<file path="src/rtl/prefetch_pkg.sv">
// Shared types and constants for the instruction prefetch path.
package prefetch_pkg;

  localparam int unsigned INSTR_W = 32;
  localparam int unsigned ADDR_W  = 32;

  localparam logic [1:0] PF_IDLE  = 2'd0;
  localparam logic [1:0] PF_RUN   = 2'd1;
  localparam logic [1:0] PF_DRAIN = 2'd2;

  typedef struct packed {
    logic [ADDR_W-1:0]  pc;
    logic [INSTR_W-1:0] instr;
  } pf_entry_t;

endpackage

</file>
<file path="src/rtl/prefetch_fifo.sv">
// DEPTH-entry synchronous FIFO of {pc, instr} entries with push/pop/clear and occupancy count.
module prefetch_fifo
  import prefetch_pkg::*;
#(
  parameter int unsigned DEPTH = 3
) (
  input  logic                         clock,
  input  logic                         reset,
  input  logic                         push,
  input  pf_entry_t                    push_data,
  input  logic                         pop,
  input  logic                         clear,
  output pf_entry_t                    head,
  output logic [$clog2(DEPTH+1)-1:0]   count
);

  localparam int unsigned CW = $clog2(DEPTH + 1);

  pf_entry_t     mem_q [DEPTH];
  logic [CW-1:0] wr_ptr_q, rd_ptr_q, count_q;
  logic          do_push, do_pop;

  function automatic logic [CW-1:0] ptr_inc(input logic [CW-1:0] p);
    return (p == CW'(DEPTH - 1)) ? '0 : p + 1'b1;
  endfunction

  assign do_pop  = pop && (count_q != '0);
  assign do_push = push && ((count_q != CW'(DEPTH)) || do_pop);

  always_ff @(posedge clock or posedge reset) begin
    if (reset) begin
      wr_ptr_q <= '0;
      rd_ptr_q <= '0;
      count_q  <= '0;
      for (int i = 0; i < int'(DEPTH); i++) begin
        mem_q[i] <= '0;
      end
    end else if (clear) begin
      wr_ptr_q <= '0;
      rd_ptr_q <= '0;
      count_q  <= '0;
    end else begin
      if (do_push) begin
        mem_q[wr_ptr_q] <= push_data;
        wr_ptr_q        <= ptr_inc(wr_ptr_q);
      end
      if (do_pop) begin
        rd_ptr_q <= ptr_inc(rd_ptr_q);
      end
      count_q <= count_q + CW'(do_push) - CW'(do_pop);
    end
  end

  assign head  = mem_q[rd_ptr_q];
  assign count = count_q;

endmodule

</file>
<file path="src/rtl/prefetch_ctrl.sv">
// Instruction prefetch sequencer: credit-limited in-order fetch, FIFO to decode, flush/redirect.
// Optional PREFETCH_CTRL_BYPASS_EN forwards a response straight to decode when the FIFO is empty.
module prefetch_ctrl
  import prefetch_pkg::*;
#(
  parameter int unsigned       DEPTH    = 3,
  parameter logic [ADDR_W-1:0] RESET_PC = 32'h0000_0000
) (
  input  logic               clock,
  input  logic               reset,
  output logic               imem_req_valid,
  output logic [ADDR_W-1:0]  imem_req_addr,
  input  logic               imem_req_ready,
  input  logic               imem_rsp_valid,
  input  logic [INSTR_W-1:0] imem_rsp_data,
  input  logic               flush_valid,
  input  logic [ADDR_W-1:0]  flush_pc,
  output logic               dec_valid,
  output logic [INSTR_W-1:0] dec_instr,
  output logic [ADDR_W-1:0]  dec_pc,
  input  logic               dec_ready
);

  localparam int unsigned CW = $clog2(DEPTH + 1);

  logic [1:0]        state_q, state_d;
  logic [ADDR_W-1:0] pc_q, pc_d;
  logic [CW-1:0]     outstanding_q, outstanding_d;
  logic [CW-1:0]     discard_q, discard_d;
  logic [CW-1:0]     fifo_count;
  logic              fifo_push, fifo_pop, fifo_clear, fifo_empty;
  logic              rsp_hit, rsp_take, has_credit;
  logic [ADDR_W-1:0] rsp_addr;
  pf_entry_t         fifo_head, rsp_entry;

  assign fifo_empty = (fifo_count == '0);
  assign rsp_hit    = imem_rsp_valid && (outstanding_q != '0);
  // Responses return in order, so the oldest outstanding request trails pc by outstanding words.
  assign rsp_addr   = pc_q - (ADDR_W'(outstanding_q) << 2);
  assign rsp_entry  = '{pc: rsp_addr, instr: imem_rsp_data};
  assign has_credit = ({1'b0, fifo_count} + {1'b0, outstanding_q}) < (CW + 1)'(DEPTH);
  assign imem_req_addr = pc_q;

  always_comb begin
    state_d        = state_q;
    pc_d           = pc_q;
    outstanding_d  = outstanding_q;
    discard_d      = discard_q;
    imem_req_valid = 1'b0;
    rsp_take       = 1'b0;
    fifo_clear     = 1'b0;
    case (state_q)
      PF_IDLE: state_d = PF_RUN;
      PF_RUN, PF_DRAIN: begin
        if (flush_valid) begin
          // Everything still in flight, minus a response landing now, must be dropped.
          fifo_clear    = 1'b1;
          pc_d          = {flush_pc[ADDR_W-1:2], 2'b00};
          outstanding_d = outstanding_q - CW'(rsp_hit);
          discard_d     = outstanding_d;
          state_d       = (outstanding_d != '0) ? PF_DRAIN : PF_RUN;
        end else if (state_q == PF_RUN) begin
          imem_req_valid = has_credit;
          rsp_take       = rsp_hit;
          outstanding_d  = outstanding_q + CW'(imem_req_valid && imem_req_ready) - CW'(rsp_hit);
          if (imem_req_valid && imem_req_ready) begin
            pc_d = pc_q + 32'd4;
          end
        end else if (rsp_hit) begin
          discard_d     = discard_q - 1'b1;
          outstanding_d = outstanding_q - 1'b1;
          if (discard_q == CW'(1)) begin
            state_d = PF_RUN;
          end
        end
      end
      default: state_d = PF_IDLE;
    endcase
  end

  always_comb begin
    dec_valid = !fifo_empty && !flush_valid;
    dec_instr = fifo_head.instr;
    dec_pc    = fifo_head.pc;
    fifo_pop  = dec_valid && dec_ready;
    fifo_push = rsp_take;
`ifdef PREFETCH_CTRL_BYPASS_EN
    if (fifo_empty && rsp_take) begin
      dec_valid = 1'b1;
      dec_instr = imem_rsp_data;
      dec_pc    = rsp_addr;
      fifo_pop  = 1'b0;
      fifo_push = !dec_ready;
    end
`endif
  end

  always_ff @(posedge clock or posedge reset) begin
    if (reset) begin
      state_q       <= PF_IDLE;
      pc_q          <= RESET_PC;
      outstanding_q <= '0;
      discard_q     <= '0;
    end else begin
      state_q       <= state_d;
      pc_q          <= pc_d;
      outstanding_q <= outstanding_d;
      discard_q     <= discard_d;
    end
  end

  prefetch_fifo #(
    .DEPTH(DEPTH)
  ) u_fifo (
    .clock    (clock),
    .reset    (reset),
    .push     (fifo_push),
    .push_data(rsp_entry),
    .pop      (fifo_pop),
    .clear    (fifo_clear),
    .head     (fifo_head),
    .count    (fifo_count)
  );

endmodule

</file>
<file path="config.mk">
export PLATFORM = sky130hd
export DESIGN_NAME = prefetch_ctrl
export DESIGN_NICKNAME = d
export VERILOG_FILES = /design/src/rtl/prefetch_pkg.sv /design/src/rtl/prefetch_fifo.sv /design/src/rtl/prefetch_ctrl.sv
export SDC_FILE = /design/constraint.sdc
export NUM_CORES = 1
export LEC_CHECK = 0
export BUFFER_PORTS_ARGS = -buffer_cell sky130_fd_sc_hd__buf_2
export CAP_MARGIN = 0
export CORE_ASPECT_RATIO = 0.75
export CORE_MARGIN = 10
export CORE_UTILIZATION = 45
export CTS_CLUSTER_DIAMETER = 60
export CTS_CLUSTER_SIZE = 10
export DETAILED_ROUTE_END_ITERATION = 6
export PLACE_DENSITY = 0.65
export SETUP_SLACK_MARGIN = 0.15
export SYNTH_ARGS = -nofsm -noshare
export SYNTH_HDL_FRONTEND = slang
export SYNTH_HIERARCHICAL = 1
export SYNTH_SLANG_ARGS = --single-unit
</file>
<file path="constraint.sdc">
create_clock -name clock -period 13.35 [get_ports clock]
set_clock_uncertainty 0.2 [all_clocks]
set_input_delay 0.6675 -clock clock [delete_from_list [all_inputs] [get_ports clock]]
set_output_delay 0.6675 -clock clock [all_outputs]
set_load 0.01 [all_outputs]
</file>
==> flow_metrics.tcl <==
set metrics [dict create \
    status "finished, final reports clean" \
    rows 52 \
    grt_pass1_wl_um 50600 \
    setup.worst_path.class "reg -> reg" \
    clk_root_buffer_cell "sky130_fd_sc_hd__clkbuf_16" \
    layout-area-overhead-vs-synth_pct 13.1 \
    synthesis.yosys.warnings 6 \
    power.density_cell_area_nw_per_um2 206 \
    fmax_ghz 0.256 \
    synth_cell_type_count 66 \
    final_common_cell "sky130_fd_sc_hd__dfrtp_1" \
    worst-path-max-fanout 46 \
    viasPerCell 5.53 \
    syn_area_um2 12400 \
    worst_path_largest_cell_delay_ps 670 \
    route.detailed.wl_per_inst_um 20.4 \
    clkSlewWorstSetupHoldPaths_ps 60 \
    seq_cells_post_synth 234 \
    cts.sinks 234 \
    final_hold_viol_count 0 \
    cp-end-kind "register" \
    max_slew_margin 0.220 \
    path_common_cell "sky130_fd_sc_hd__inv_1" \
    grt_overflow 0 \
    htreeDepth 1 \
    nNetsFinal 1281 \
    synthFlopType "sky130_fd_sc_hd__dfrtp_1" \
    gp_routability_congestion 0.884 \
    setup_tns_ps 0 \
    initial_core_util 0.459 \
    tightest_slew_ps 1160 \
    total_cts_buffers 27 \
    tritoncts "built" \
    synth-seq-area-share 0.472 \
    post_synth_inst_count 1064 \
    dr.first_iter.drc_count 607 \
    unrepaired_setup_endpoints_after_global_routing "no" \
    die_h_um 164 \
    detail_route.first_pass.iterations 5 \
    synth-edff-count 0 \
    r2r.worst_path.cells 8 \
    number_of_buffers_inserted_by_hold_repair_at_cts 0 \
    layout_common_cells "sky130_fd_sc_hd__dfrtp_1, sky130_fd_sc_hd__buf_2, sky130_fd_sc_hd__mux2_4" \
    fp.dieW_um 212 \
    num_io_pins 168 \
    ctsResizeCount 0 \
    layout_cells_sized_above_1 0.317 \
    route.antenna.remaining_nets 0 \
    dieArea_um2 34700 \
    clock_insertion_delay_worst_skew_ps 530 \
    grt_use_total 0.181 \
    fp.coreArea_um2 27100 \
    post_cts_buffers 0 \
    place.detailed.hpwl_um 20800 \
    crit_path_cell_trace "inv_1 -> ha_1 -> nand2_1 -> inv_1 -> nor2b_2 -> nand3_4 -> buf_4 -> mux2_2" \
    start_kind "register" \
    cts-root-to-sink-buffers 3 \
    grt_pass1_vias 9023 \
    critical_path.slowest_cell "sky130_fd_sc_hd__buf_4" \
    io_buffer_count 163 \
    min-delay-path-class "in -> async" \
    final-setup-viol-count 0 \
    wirelength_um 31500 \
    dpl_worst_slack_ps 9080 \
    power_leakage_nw 6.79 \
    max-cap-violations 0 \
    largest_net_degree_at_the_start_of_global_routing 123 \
    period_needed_ps 3910 \
    cp.arrival_ps 4110 \
    worst-endpoint-required_ps 13550 \
    syn_area_per_cell_um2 11.7 \
    via_count 8568 \
    finalCritPeriodShare 0.293 \
    final_max_slew_viol_count 0 \
    power.ir.vdd_worst_mv 0.0954 \
    post-route-drc-count 0 \
    post_synth_arst_share 1.00 \
    grt_antenna_before_repair 0 \
    diodes 0 \
    finalWorstSetupSlack_ps 9440 \
]
-- cells by family after synthesis --
group	after synthesis	synth area share
AO/OA/AOI/OAI	162	0.0774
XOR/XNOR	33	0.0233
adder cells (fa/ha/maj)	16	0.0173
buffers and inverters	105	0.0469
flip-flops	234	0.472
multiplexers	263	0.264
other	1	0.000302
AND/OR/NAND/NOR	250	0.0989
-- layer usage --
metal | wire length [um] | global-route usage
met4 | 527 | 0.0391
met3 | 1730 | 0.0396
met1 | 15000 | 0.249
met2 | 14300 | 0.288
met5 | 0 | 0
-- flip-flops by register name (all words and copies together), names as in the netlist --
signal	flops
discard_q	2
imem_req_addr	30
outstanding_q	2
state_q	2
u_fifo/count	2
u_fifo/mem_q	192
u_fifo/rd_ptr_q	2
u_fifo/wr_ptr_q	2
-- worst max-delay path: cells and delay by family, from the launching register on --
| family | cells | cell delay, ps |
|---|---|---|
| simple gates | 3 | 880 |
| flops | 1 | 410 |
| fa+ha+maj | 1 | 590 |
| mux | 1 | 410 |
| buf+inv | 3 | 1260 |
-- through the flow --
step            util  instance area, um2  power [mW]  hold WS [ps]  std cells
2_1_floorplan      -               12400        1.86           264       1071
3_3_place_gp   0.492               13300        2.23           273       1517
3_5_place_dp   0.492               13300        2.25           281       1517
4_1_cts        0.519               14000        2.92           110       1548
5_1_grt        0.519               14000        3.10           155       1548
6_report       0.519               14000        2.89          85.6       1548
-- area by class of cell --
cell class                      count  area (um2)
Clock buffer                       30         687
Clock inverter                      1        30.0
Fill cell                        2400       13000
Inverter                           26         105
Multi-Input combinational cell    732        6020
Sequential cell                   234        5860
Tap cell                          351         439
Timing Repair Buffer              174         898
-- synthesized netlist by cell type, types with 3 or more instances --
master	n	area (um2)
sky130_fd_sc_hd__clkbuf_1	27	101
sky130_fd_sc_hd__mux2i_1	71	711
sky130_fd_sc_hd__buf_2	24	120
sky130_fd_sc_hd__mux2_2	54	608
sky130_fd_sc_hd__a31oi_1	3	18.8
sky130_fd_sc_hd__o22ai_1	7	43.8
sky130_fd_sc_hd__dfrtp_1	234	5860
sky130_fd_sc_hd__and3_1	10	62.6
sky130_fd_sc_hd__a22o_1	3	26.3
sky130_fd_sc_hd__xnor2_1	19	166
sky130_fd_sc_hd__buf_6	17	191
sky130_fd_sc_hd__mux2_1	29	327
sky130_fd_sc_hd__or3_1	10	62.6
sky130_fd_sc_hd__clkbuf_2	3	15.0
sky130_fd_sc_hd__nand2_1	97	364
sky130_fd_sc_hd__and2_1	7	43.8
sky130_fd_sc_hd__nand3_1	21	105
sky130_fd_sc_hd__ha_1	14	175
sky130_fd_sc_hd__xor2_1	14	123
sky130_fd_sc_hd__a32oi_1	3	26.3
sky130_fd_sc_hd__nor2_1	42	158
sky130_fd_sc_hd__nand4_1	10	62.6
sky130_fd_sc_hd__o21ai_0	87	435
sky130_fd_sc_hd__a22oi_1	4	30.0
sky130_fd_sc_hd__nand2b_1	7	43.8
sky130_fd_sc_hd__a311oi_1	5	43.8
sky130_fd_sc_hd__inv_1	25	93.8
sky130_fd_sc_hd__buf_4	7	52.6
sky130_fd_sc_hd__nor4_1	11	68.8
sky130_fd_sc_hd__a211oi_1	5	37.5
sky130_fd_sc_hd__a21oi_1	25	125
sky130_fd_sc_hd__nor3_1	15	75.1
sky130_fd_sc_hd__mux2_4	109	1640
sky130_fd_sc_hd__o211ai_1	4	30.0
-- path summary, 6_finish.rpt --
check | from | to | slack, ps
worst max-delay path | state_q[0]$_DFFE_PP0P_ | u_fifo/mem_q[145]$_DFFE_PP0P_ | 9440
worst min-delay path | reset | u_fifo/mem_q[106]$_DFFE_PP0P_ | 90
max in group asynchronous | reset | u_fifo/rd_ptr_q[0]$_DFFE_PP0P_ | 11140
min in group clock | flush_pc[17] | imem_req_addr[17]$_DFFE_PP0P_ | 170
worst min register to register | u_fifo/mem_q[134]$_DFFE_PP0P_ | u_fifo/mem_q[134]$_DFFE_PP0P_ | 290
worst max register to register | state_q[0]$_DFFE_PP0P_ | u_fifo/mem_q[145]$_DFFE_PP0P_ | 9440
-- report_power, final --
group	switching [mW]	leakage (nW)	internal [mW]	total, mW
combinational	0.570	3.36	0.499	1.07
sequential	0.230	3.08	0.942	1.17
clock	0.271	0.350	0.376	0.647
(Power assumes the default switching activity.)
